--- src/rtl/sm83_pkg.sv ---
// sm83_pkg
// Shared constants for the SM83 interrupt controller: register addresses,
// interrupt source count and bit positions, and the register select
// decode used by the CPU bus interface.
// No ports (package).
package sm83_pkg;

    // Memory-mapped register addresses
    localparam logic [15:0] ADR_IF = 16'hFF0F;
    localparam logic [15:0] ADR_IE = 16'hFFFF;

    // Number of interrupt sources and their bit positions in IF/IE
    localparam int NUM_SRC = 5;
    localparam int VBLANK  = 0;
    localparam int STAT    = 1;
    localparam int TIMER   = 2;
    localparam int SERIAL  = 3;
    localparam int JOYPAD  = 4;

    // Which controller register, if any, the CPU address selects
    typedef enum logic [1:0] {
        SEL_NONE = 2'd0,
        SEL_IF   = 2'd1,
        SEL_IE   = 2'd2
    } sel_e;

    function automatic sel_e decodeAdr(input logic [15:0] a);
        case (a)
            ADR_IF:  return SEL_IF;
            ADR_IE:  return SEL_IE;
            default: return SEL_NONE;
        endcase
    endfunction

endpackage

--- src/rtl/sm83_edge_det.sv ---
// sm83_edge_det
// Parameterised rising-edge detector. Keeps a one-clock history of the
// input and flags bits that are high now but were low last clock. The
// history resets to all-ones so that anything already high when reset
// releases is treated as old, not as a fresh edge.
// Ports:
//   clk     - clock
//   n_reset - asynchronous active-low reset
//   i_d     - input levels [WIDTH-1:0]
//   o_rise  - one-clock rising-edge flags [WIDTH-1:0]
module sm83_edge_det #(
    parameter int WIDTH = 1
) (
    input  logic             clk,
    input  logic             n_reset,
    input  logic [WIDTH-1:0] i_d,
    output logic [WIDTH-1:0] o_rise
);

    logic [WIDTH-1:0] r_hist;

    // History register; reset to ones suppresses edges from levels held through reset
    always_ff @(posedge clk or negedge n_reset) begin
        if (!n_reset) begin
            r_hist <= '1;
        end else begin
            r_hist <= i_d;
        end
    end

    assign o_rise = i_d & ~r_hist;

endmodule

--- src/rtl/sm83_irq_ctl.sv ---
// sm83_irq_ctl
// SM83 interrupt controller: IF (pending flags, 0xFF0F) and IE (enable
// mask, 0xFFFF) registers with source edge detection, CPU acknowledge,
// edge-committed CPU writes, registered reads and a combinational irq
// vector toward the CPU.
// Ports:
//   clk      - clock
//   n_reset  - asynchronous active-low reset
//   adr      - CPU address bus [15:0]
//   wdata    - CPU write data [7:0]
//   rd, wr   - CPU read / write strobes (level, may be held)
//   rdata    - registered read data [7:0]
//   rdata_oe - registered read-valid flag
//   src      - peripheral request levels [NUM_SRC-1:0]
//   irq      - pending-and-enabled requests [NUM_IRQS-1:0]
//   iack     - CPU acknowledge [NUM_IRQS-1:0]
module sm83_irq_ctl #(
    parameter int NUM_SRC  = sm83_pkg::NUM_SRC,
    parameter int NUM_IRQS = 8
) (
    input  logic                clk,
    input  logic                n_reset,
    input  logic [15:0]         adr,
    input  logic [7:0]          wdata,
    input  logic                rd,
    input  logic                wr,
    output logic [7:0]          rdata,
    output logic                rdata_oe,
    input  logic [NUM_SRC-1:0]  src,
    output logic [NUM_IRQS-1:0] irq,
    input  logic [NUM_IRQS-1:0] iack
);

    import sm83_pkg::*;

    logic [NUM_SRC-1:0] r_if;
    logic [7:0]         r_ie;
    logic [NUM_SRC-1:0] w_srcRise;
    logic [0:0]         w_wrRise;
    logic               w_wrCommit;
    sel_e               w_sel;
    logic [7:0]         w_ifRead;
    logic [7:0]         w_rdNext;
    logic               w_rdValid;
    logic               w_unused;

    // Acknowledge lines above the implemented sources carry no meaning here
    assign w_unused = ^iack[NUM_IRQS-1:NUM_SRC];

    sm83_edge_det #(.WIDTH(NUM_SRC)) u_srcEdge (
        .clk     (clk),
        .n_reset (n_reset),
        .i_d     (src),
        .o_rise  (w_srcRise)
    );

    // Reusing the detector on wr makes a held strobe write exactly once, and
    // its reset-to-ones history blocks a strobe held across reset from committing
    sm83_edge_det #(.WIDTH(1)) u_wrEdge (
        .clk     (clk),
        .n_reset (n_reset),
        .i_d     (wr),
        .o_rise  (w_wrRise)
    );

    assign w_wrCommit = w_wrRise[0];
    assign w_sel      = decodeAdr(adr);

    // IF bits: a source edge beats acknowledge, which beats a CPU write
    always_ff @(posedge clk or negedge n_reset) begin
        if (!n_reset) begin
            r_if <= '0;
        end else begin
            for (int i = 0; i < NUM_SRC; i++) begin
                if (w_srcRise[i]) begin
                    r_if[i] <= 1'b1;
                end else if (iack[i]) begin
                    r_if[i] <= 1'b0;
                end else if (w_wrCommit && (w_sel == SEL_IF)) begin
                    r_if[i] <= wdata[i];
                end
            end
        end
    end

    // IE is only touched by a committed CPU write
    always_ff @(posedge clk or negedge n_reset) begin
        if (!n_reset) begin
            r_ie <= '0;
        end else if (w_wrCommit && (w_sel == SEL_IE)) begin
            r_ie <= wdata;
        end
    end

    // Read mux; unimplemented IF bits read back as ones
    always_comb begin
        w_ifRead              = '1;
        w_ifRead[NUM_SRC-1:0] = r_if;
        w_rdValid             = rd && (w_sel != SEL_NONE);
        w_rdNext              = 8'h00;
        if (w_rdValid) begin
            w_rdNext = (w_sel == SEL_IF) ? w_ifRead : r_ie;
        end
    end

    // Registered read port samples IF before any update on the same edge
    always_ff @(posedge clk or negedge n_reset) begin
        if (!n_reset) begin
            rdata    <= 8'h00;
            rdata_oe <= 1'b0;
        end else begin
            rdata    <= w_rdNext;
            rdata_oe <= w_rdValid;
        end
    end

    // Requests toward the CPU follow the registers with no added latency
    always_comb begin
        irq = '0;
        for (int i = 0; i < NUM_SRC; i++) begin
            irq[i] = r_if[i] & r_ie[i];
        end
    end

endmodule

--- config.mk ---
export PLATFORM = sky130hd
export DESIGN_NAME = sm83_irq_ctl
export DESIGN_NICKNAME = d
export VERILOG_FILES = /design/src/rtl/sm83_pkg.sv /design/src/rtl/sm83_edge_det.sv /design/src/rtl/sm83_irq_ctl.sv
export SDC_FILE = /design/constraint.sdc
export NUM_CORES = 1
export LEC_CHECK = 0
export ABC_AREA = 1
export CAP_MARGIN = 30
export CORE_UTILIZATION = 35
export CTS_CLUSTER_SIZE = 12
export DETAILED_ROUTE_END_ITERATION = 16
export MAX_ROUTING_LAYER = met4
export PLACE_DENSITY = 0.67
export SLEW_MARGIN = 5
export SYNTH_ARGS = -nofsm -noshare
export SYNTH_HDL_FRONTEND = slang
export SYNTH_SLANG_ARGS = --single-unit
export TNS_END_PERCENT = 5
--- constraint.sdc ---
create_clock -name clk -period 1.8 [get_ports clk]
set_clock_uncertainty 0.15 [all_clocks]
set_input_delay 0.36 -clock clk [delete_from_list [all_inputs] [get_ports clk]]
set_output_delay 0.36 -clock clk [all_outputs]
set_load 0.005 [all_outputs]
==> flow_summary.ini, run 1 <==
[timing]
final.min_clock_period_ps = 1650
slew_violations = 0
hold_slack_ps = 298
hold_viol_final = 0
post-route-period-util_pct = 91.6
finalSetupViolCount = 0
fmax_ghz = 0.606
rsz0062_at_grt = false

[floorplanning]
coreArea_sq_um = 3770
die_w_um = 65.7
start_util_pct = 37.7
num_rows = 22
die-area_sq_um = 4320
chipHeight_um = 65.7
ios = 58

[pwr]
leakage_uw = 0.00121
power_uw = 1320
peakVddDrop_mv = 0.451
p_per_area_nw_per_um2 = 632

[placement]
placed_cell_area_sq_um = 1990
io_buffers = 51
dp_hpwl_mm = 1.93
finalWeightedCongestion = 0.730

[clock_tree]
cts_hold_buf = 0
clock-sinks = 28
clockBufferDepth = 2
cts_tree = done
cts-htree-levels = 1
numCtsBuffers = 3
clkTransAtPathRegs_ps = 100
ctsRootBufferMaster = clkbuf_8
insertion_delay_ps = 280

[drt]
vias = 1169
viasPerCell = 4.18
wire_per_inst_um = 8.96
detail-route-antenna-nets = 0
drc = 0
first_pass_iters = 4
routed_wl_mm = 2.51
drtIter0Drc = 25

[logic_synthesis]
synth_warnings = 0
avgSynthCellArea_sq_um = 8.22
synth.area.top_cells = dfrtp_1 (39%), nand2_1 (14%), dfstp_2 (11%)
synth_top_area_cell = dfrtp_1
synthDominantCellAreaShare_pct = 38.7
ys_seq_area_share_pct = 49.8
synth_cell_types = 19
synthesis.area_sq_um = 1420
synth_seq_cells = 28
syn_inst = 173

[worst_setup_path]
slowest_delay_ps = 470
path_depth = 7
end_kind = flop
cp_slowest_cell = clkdlybuf4s50_1
path_common_cell = nand2_1
arrival_ps = 1730
crit_type = primary input to flop
cpLargestDelayFamily = simple AND/OR/NAND/NOR gates
cp_cell_sequence = clkdlybuf4s50_1, nand2_1, nor2_1, nand4_4, inv_1, nand2_1, nand2_1
r2r_cells = 5
critPathMaxFanout = 14
path_buf_inv = 2
required_ps = 1880
worstSetupStartpointType = primary input

[cells_and_area]
n_antenna_cell = 0
drive_above_1_share_pct = 15.1
nets = 274
final_area_sq_um = 2090
fillerInstances = 368
syn_to_final_growth_pct = 47.1

[global_routing]
grt_pass1_wl_mm = 4.49
grt_pass1_vias = 1085
grt_use_total_pct = 13.8
antenna_found_initial = 0
grt_max_degree = 29
overflow = 0

[run]
maxCapViolations = 0

[run_status]
status = completed

[hold_path]
hold_class = primary input to asynchronous set/reset pin
[state kept, by name, summed over array words and instances (netlist names)]
register / cells
rdata: 8
u_srcEdge.r_hist: 5
r_ie: 8
u_wrEdge.r_hist: 1
r_if: 5
rdata_oe: 1
[routing by layer]
metal | share of wire (%) | GRT usage [%] | wire [um]
met1 | 47 | 17.1 | 1190
met2 | 45 | 22.6 | 1130
met3 | 6.7 | 3.82 | 168
met4 | 0.84 | 2.45 | 21
met5 | 0 | - | 0
[Yosys cell counts (all sizes together)]
| library cell | number |
|---|---|
| buf | 4 |
| conb | 1 |
| dfrtp | 22 |
| dfstp | 6 |
| inv | 36 |
| nand2 | 59 |
| nand3 | 12 |
| nand4 | 6 |
| nor2 | 17 |
| o21ai | 10 |
[where the power goes]
| part | switching (uW) | internal, uW | total (uW) |
|---|---|---|---|
| clock | 197 | 298 | 495 |
| sequential | 12.0 | 653 | 665 |
| combinational | 63.4 | 98.0 | 161 |
[final cells by class]
class	instances	area, sq um	share of cell area, %
Multi-Input combinational cell	107	552	26.4
Clock inverter	1	30.0	1.44
Inverter	36	135	6.46
Sequential cell	28	708	33.9
Clock buffer	3	41.3	1.97
Tap cell	48	60.1	2.87
Timing Repair Buffer	57	564	27.0
[final timing paths]
check                           slack, ps                             to                      start
worst max-delay path                  150            r_ie[5]$_DFFE_PN0P_                     adr[5]
worst min-delay path                  300            r_ie[6]$_DFFE_PN0P_                    n_reset
worst max register to register        400            r_ie[5]$_DFFE_PN0P_  u_wrEdge.r_hist$_DFF_PN1_
worst min register to register        340            r_ie[7]$_DFFE_PN0P_        r_ie[7]$_DFFE_PN0P_
max in group asynchronous             890  u_srcEdge.r_hist[3]$_DFF_PN1_                    n_reset
min in group clk                      340            r_ie[7]$_DFFE_PN0P_        r_ie[7]$_DFFE_PN0P_
[worst reg2reg max path: stages, from the launching register on]
cell     delay [ps]
dfstp_2         370
nor2_1          220
nand4_4         290
inv_1           180
nand2_1          80
nand2_1          60
[stage by stage]
stage               worst slack [ps]  instances  setup TNS, ps  util, %
finish                           150        280              0     55.4
global route                    29.1        280              0     55.4
CTS                             1.52        278              0     54.8
detailed placement              -170        273          -2080     52.7
global placement                -128        273          -1710     52.7
floorplan                        444        175              0        -
[kinds of logic after synthesis]
logic type | count (synthesis) | synth area share, %
and+or+nand+nor | 94 | 33.2
AOI/OAI and AO/OA | 10 | 4.84
buffers and inverters | 40 | 11.9
DFF | 28 | 49.8
other | 1 | 0.264
[what timing repair did]
item	CTS	global route
setup buffers	1	2
pin swaps	0	0
setup endpoints to repair	2	4
resized for setup	1	4
[cells in the final DEF, fill, tap and decap left out]
| master | synthesis | final |
|---|---|---|
| buf_4 | 3 | 6 |
| bufinv_16 | 0 | 1 |
| clkbuf_8 | 0 | 3 |
| clkdlybuf4s50_1 | 0 | 46 |
| conb_1 | 1 | 3 |
| dfrtp_1 | 22 | 22 |
| dfstp_2 | 6 | 6 |
| dlygate4sd2_1 | 0 | 1 |
| dlymetal6s2s_1 | 0 | 4 |
| inv_1 | 33 | 33 |
| inv_2 | 3 | 3 |
| nand2_1 | 52 | 52 |
| nand2_2 | 3 | 3 |
| nand2_4 | 4 | 4 |
| nand3_1 | 11 | 11 |
| nand3_4 | 1 | 1 |
| nand4_1 | 5 | 5 |
| nand4_4 | 1 | 1 |
| nor2_1 | 15 | 15 |
| nor2_4 | 1 | 1 |
| nor2_8 | 1 | 1 |
| o21ai_0 | 5 | 5 |
| o21ai_2 | 5 | 5 |
(Power assumes the default switching activity.)
==> run 2, diff against run 1 <==
==> constraint.sdc (replaced) <==
create_clock -name clk -period 2 [get_ports clk]
set_clock_uncertainty 0.15 [all_clocks]
set_input_delay 0.4 -clock clk [delete_from_list [all_inputs] [get_ports clk]]
set_output_delay 0.4 -clock clk [all_outputs]
set_load 0.005 [all_outputs]
==> flow_summary.ini, run 2 (synthesis gave the netlist of run 1 again) <==
[cells_and_area]
top_regs = r_ie (8), rdata (8)
syn_to_final_growth_pct = 44.9
n_antenna_cell = 0
final_area_sq_um = 2060
multiInputGateArea_sq_um = 552
regArea_sq_um = 708
instances_no_fill = 277
final_common_cell = nand2_1
nets = 271
layout_common_cells = nand2_1 (52), clkdlybuf4s50_1 (51), inv_1 (33), dfrtp_1 (22), nor2_1 (15)
drive_above_1_share_pct = 14.0
fillerInstances = 383

[global_routing]
grt_pass1_wl_mm = 4.53
antenna_found_initial = 0
grt_use_total_pct = 14.1
overflow = 0
grt_max_degree = 29
grt_pass1_vias = 1078

[floorplanning]
coreArea_sq_um = 3770
start_util_pct = 37.7
ios = 58
die-area_sq_um = 4320
chipHeight_um = 65.7
die_w_um = 65.7
num_rows = 22

[run_status]
status = completed

[worst_setup_path]
cpLargestDelayFamily = buffers and inverters
required_ps = 1450
path_depth = 3
crit_type = flop to output port
reg2reg_from = u_wrEdge.r_hist$_DFF_PN1_
r2r_slack_ps = 620
worstSetupStartpointType = flop
cp_cell_sequence = nand2_1, inv_1, clkdlybuf4s50_1
r2r_end = r_ie[5]$_DFFE_PN0P_
arrival_ps = 1280
crit_path_end = irq[3]
path_buf_inv = 2
r2r_cells = 5
startpoint = r_ie[3]$_DFFE_PN0P_
cp_slowest_cell = clkdlybuf4s50_1
end_kind = output port
critPathMaxFanout = 3
slowest_delay_ps = 490

[pwr]
peakVddDrop_mv = 0.522
leakage_uw = 0.00112
p_per_area_nw_per_um2 = 572

[clock_tree]
ctsRootBufferMaster = clkbuf_8
clkTransAtPathRegs_ps = 90
cts_resized = 0
insertion_delay_ps = 270
clockBufferDepth = 2
cts_tree = done
clock-sinks = 28
numCtsBuffers = 3
cts-htree-levels = 1
post_cts_buffers = 0
cts_hold_buf = 0

[placement]
placed_cells = 273
placed_cell_area_sq_um = 1990
finalWeightedCongestion = 0.728
dp_hpwl_mm = 1.95
io_buffers = 51

[drt]
viasPerCell = 4.19
drtIter0Drc = 35
vias = 1160
detail-route-antenna-nets = 0
first_pass_iters = 4
drc = 0
wire_per_inst_um = 9.02
routed_wl_mm = 2.50

[timing]
hold_viol_final = 0
rsz0062_at_grt = false
finalSetupViolCount = 0
post-route-period-util_pct = 91.7
slew_violations = 0
final.min_clock_period_ps = 1830
setup_tns_ps = 0
fmax_ghz = 0.545

[hold_path]
hold_class = primary input to asynchronous set/reset pin

[run]
maxCapViolations = 0
run 2: cell types whose count changed in the layout (fill, tap and decap cells not counted), sizes merged:
cell,change
buf,-3
dlygate4sd2,-1
dlymetal6s2s,-4
clkdlybuf4s50,+5
run 2: how the worst min path moves through the flow:
stage,to,from,depth (start not counted),slack (ps)
after floorplan,r_ie[0]$_DFFE_PN0P_,n_reset,0,-50
after global placement,r_ie[5]$_DFFE_PN0P_,r_ie[5]$_DFFE_PN0P_,2,310
after detailed placement,r_ie[7]$_DFFE_PN0P_,r_ie[7]$_DFFE_PN0P_,2,320
after CTS,r_ie[5]$_DFFE_PN0P_,r_ie[5]$_DFFE_PN0P_,2,350
after global routing,r_ie[5]$_DFFE_PN0P_,r_ie[5]$_DFFE_PN0P_,2,350
final,rdata[0]$_DFF_PN0_,n_reset,2,340
run 2: metal layers:
metal,GRT usage (%),routed length [um],part of all wire (%)
met1,17.3,1200,48
met2,22.4,1130,45
met3,3.65,143,5.7
met4,4.89,29,1.2
met5,-,0,0
run 2: stage by stage:
step / util (%) / hold slack, ps / setup slack [ps] / power, uW
final: 54.6 / 343 / 166 / 1180
after global routing: 54.6 / 353 / 88.6 / 1240
after CTS: 54.6 / 345 / 142 / 1200
after detailed placement: 52.7 / 322 / 19.1 / 751
after global placement: 52.7 / 315 / 24.2 / 748
after floorplan: - / -45.6 / 604 / 657
run 2: power breakdown:
| group | leakage [uW] | total, uW | internal [uW] | switching [uW] |
|---|---|---|---|---|
| combinational | 0.000719 | 138 | 83.0 | 55.5 |
| clock | 0.0000357 | 441 | 268 | 173 |
| sequential | 0.000362 | 599 | 588 | 11.3 |
| total | 0.00112 | 1180 | 939 | 240 |
run 2: final cells by class:
cell class	count	area share, %
multi-input cells	107	26.8
flip-flops and latches	28	34.4
inverters	36	6.56
clock buffers	3	2.00
repair buffers	54	25.9
clock inverters	1	1.46
well taps	48	2.92
==> run 3, diff against run 2 <==
--- a/config.mk
+++ b/config.mk
@@ -12,6 +12,7 @@
 export DETAILED_ROUTE_END_ITERATION = 16
 export MAX_ROUTING_LAYER = met4
 export PLACE_DENSITY = 0.67
+export SETUP_SLACK_MARGIN = 0.3
 export SLEW_MARGIN = 5
 export SYNTH_ARGS = -nofsm -noshare
 export SYNTH_HDL_FRONTEND = slang
==> flow_summary.ini, run 3 (synthesis gave the netlist of run 1 again) <==
[run_status]
status = completed

[floorplanning]
ios = 58
start_util_pct = 37.7
chipHeight_um = 65.7
coreArea_sq_um = 3770
num_rows = 22
die_w_um = 65.7
die-area_sq_um = 4320

[worst_setup_path]
cpLargestDelayFamily = buffers and inverters
r2r_slack_ps = 610
cp_cell_sequence = nand2_1, inv_1, clkdlybuf4s50_1
reg2reg_from = u_wrEdge.r_hist$_DFF_PN1_
r2r_cells = 5
r2r_end = r_ie[5]$_DFFE_PN0P_
required_ps = 1450
arrival_ps = 1240
slowest_delay_ps = 490
end_kind = output port
crit_type = flop to output port
worstSetupStartpointType = flop
critPathMaxFanout = 2
path_buf_inv = 2
cp_slowest_cell = clkdlybuf4s50_1
path_depth = 3

[global_routing]
grt_pass1_wl_mm = 4.76
overflow = 0
grt_max_degree = 29
grt_use_total_pct = 14.8
grt_pass1_vias = 1127
antenna_found_initial = 0

[cells_and_area]
nets = 280
drive_above_1_share_pct = 17.2
syn_to_final_growth_pct = 49.7
n_antenna_cell = 0
top_regs = r_ie (8), rdata (8)
layout_common_cells = nand2_1 (52), clkdlybuf4s50_1 (49), inv_1 (33), dfrtp_1 (22), nor2_1 (15)
regArea_sq_um = 708
final_area_sq_um = 2130
multiInputGateArea_sq_um = 552
final_common_cell = nand2_1
fillerInstances = 376

[drt]
viasPerCell = 4.18
wire_per_inst_um = 9.17
vias = 1195
routed_wl_mm = 2.62
drtIter0Drc = 30
drc = 0
first_pass_iters = 6
detail-route-antenna-nets = 0

[placement]
placed_cell_area_sq_um = 1990
dp_hpwl_mm = 1.95
finalWeightedCongestion = 0.728
io_buffers = 51

[timing]
hold_viol_final = 0
post-route-period-util_pct = 89.6
slew_violations = 0
setup_tns_ps = 0
finalSetupViolCount = 0
fmax_ghz = 0.558
rsz0062_at_grt = true
final.min_clock_period_ps = 1790

[run]
maxCapViolations = 0

[clock_tree]
ctsRootBufferMaster = clkbuf_8
insertion_delay_ps = 270
clock-sinks = 28
clockBufferDepth = 2
cts_hold_buf = 0
cts_tree = done
clkTransAtPathRegs_ps = 90
numCtsBuffers = 3
cts-htree-levels = 1

[pwr]
leakage_uw = 0.00119
peakVddDrop_mv = 0.522
p_per_area_nw_per_um2 = 562

[hold_path]
hold_class = primary input to asynchronous set/reset pin
==> run 3: final cells by class <==
class / instances / share of cell area [%]
well taps: 48 / 2.82
clock buffers: 3 / 1.94
inverters: 36 / 6.35
repair buffers: 63 / 28.3
multi-input cells: 107 / 25.9
clock inverters: 1 / 1.41
flip-flops and latches: 28 / 33.3
==> run 3: where the power goes <==
group / switching [uW] / leakage (uW) / total, uW / internal (uW)
Sequential: 7.86 / 0.000362 / 596 / 588
Combinational: 63.6 / 0.000790 / 160 / 96.4
Clock: 173 / 0.0000357 / 441 / 268
==> run 3: per-stage QoR <==
stage / util (%) / total power [uW] / cells / hold slack, ps / worst slack (ps)
finish: 56.4 / 1200 / 286 / 343 / 208
global route: 56.4 / 1260 / 286 / 353 / 143
CTS: 56.4 / 1210 / 286 / 345 / 190
detailed placement: 52.7 / 751 / 273 / 322 / 19.1
global placement: 52.7 / 748 / 273 / 315 / 24.2
floorplan: - / 657 / 175 / -45.6 / 604
==> run 3: layer usage <==
metal	track usage, %	wire length (um)	vias up
li1	-	-	644
met1	18.2	1230	505
met2	23.7	1210	42
met3	3.65	159	4
met4	4.89	26	0
met5	-	0	-
==> run 3: worst max path at each step <==
stage	slack [ps]	from	endpoint
after floorplan	600	adr[14]	r_ie[3]$_DFFE_PN0P_
after global placement	20	adr[5]	r_ie[5]$_DFFE_PN0P_
after detailed placement	20	adr[5]	r_ie[5]$_DFFE_PN0P_
after CTS	190	r_ie[2]$_DFFE_PN0P_	irq[2]
after global routing	140	r_if[1]$_DFFE_PN0P_	irq[1]
final	210	r_if[1]$_DFFE_PN0P_	irq[1]
==> run 3: what timing repair did <==
item                                    4_1_cts  5_1_grt
setup buffers                                 9        0
endpoints found under the setup margin        5       29
gates resized for setup                       1        1
==> run 3: worst register-to-register path: cells and delay by family (launching register included) <==
kind | cells | cell delay [ps]
flops | 1 | 370
buf+inv | 1 | 180
simple gates | 4 | 630
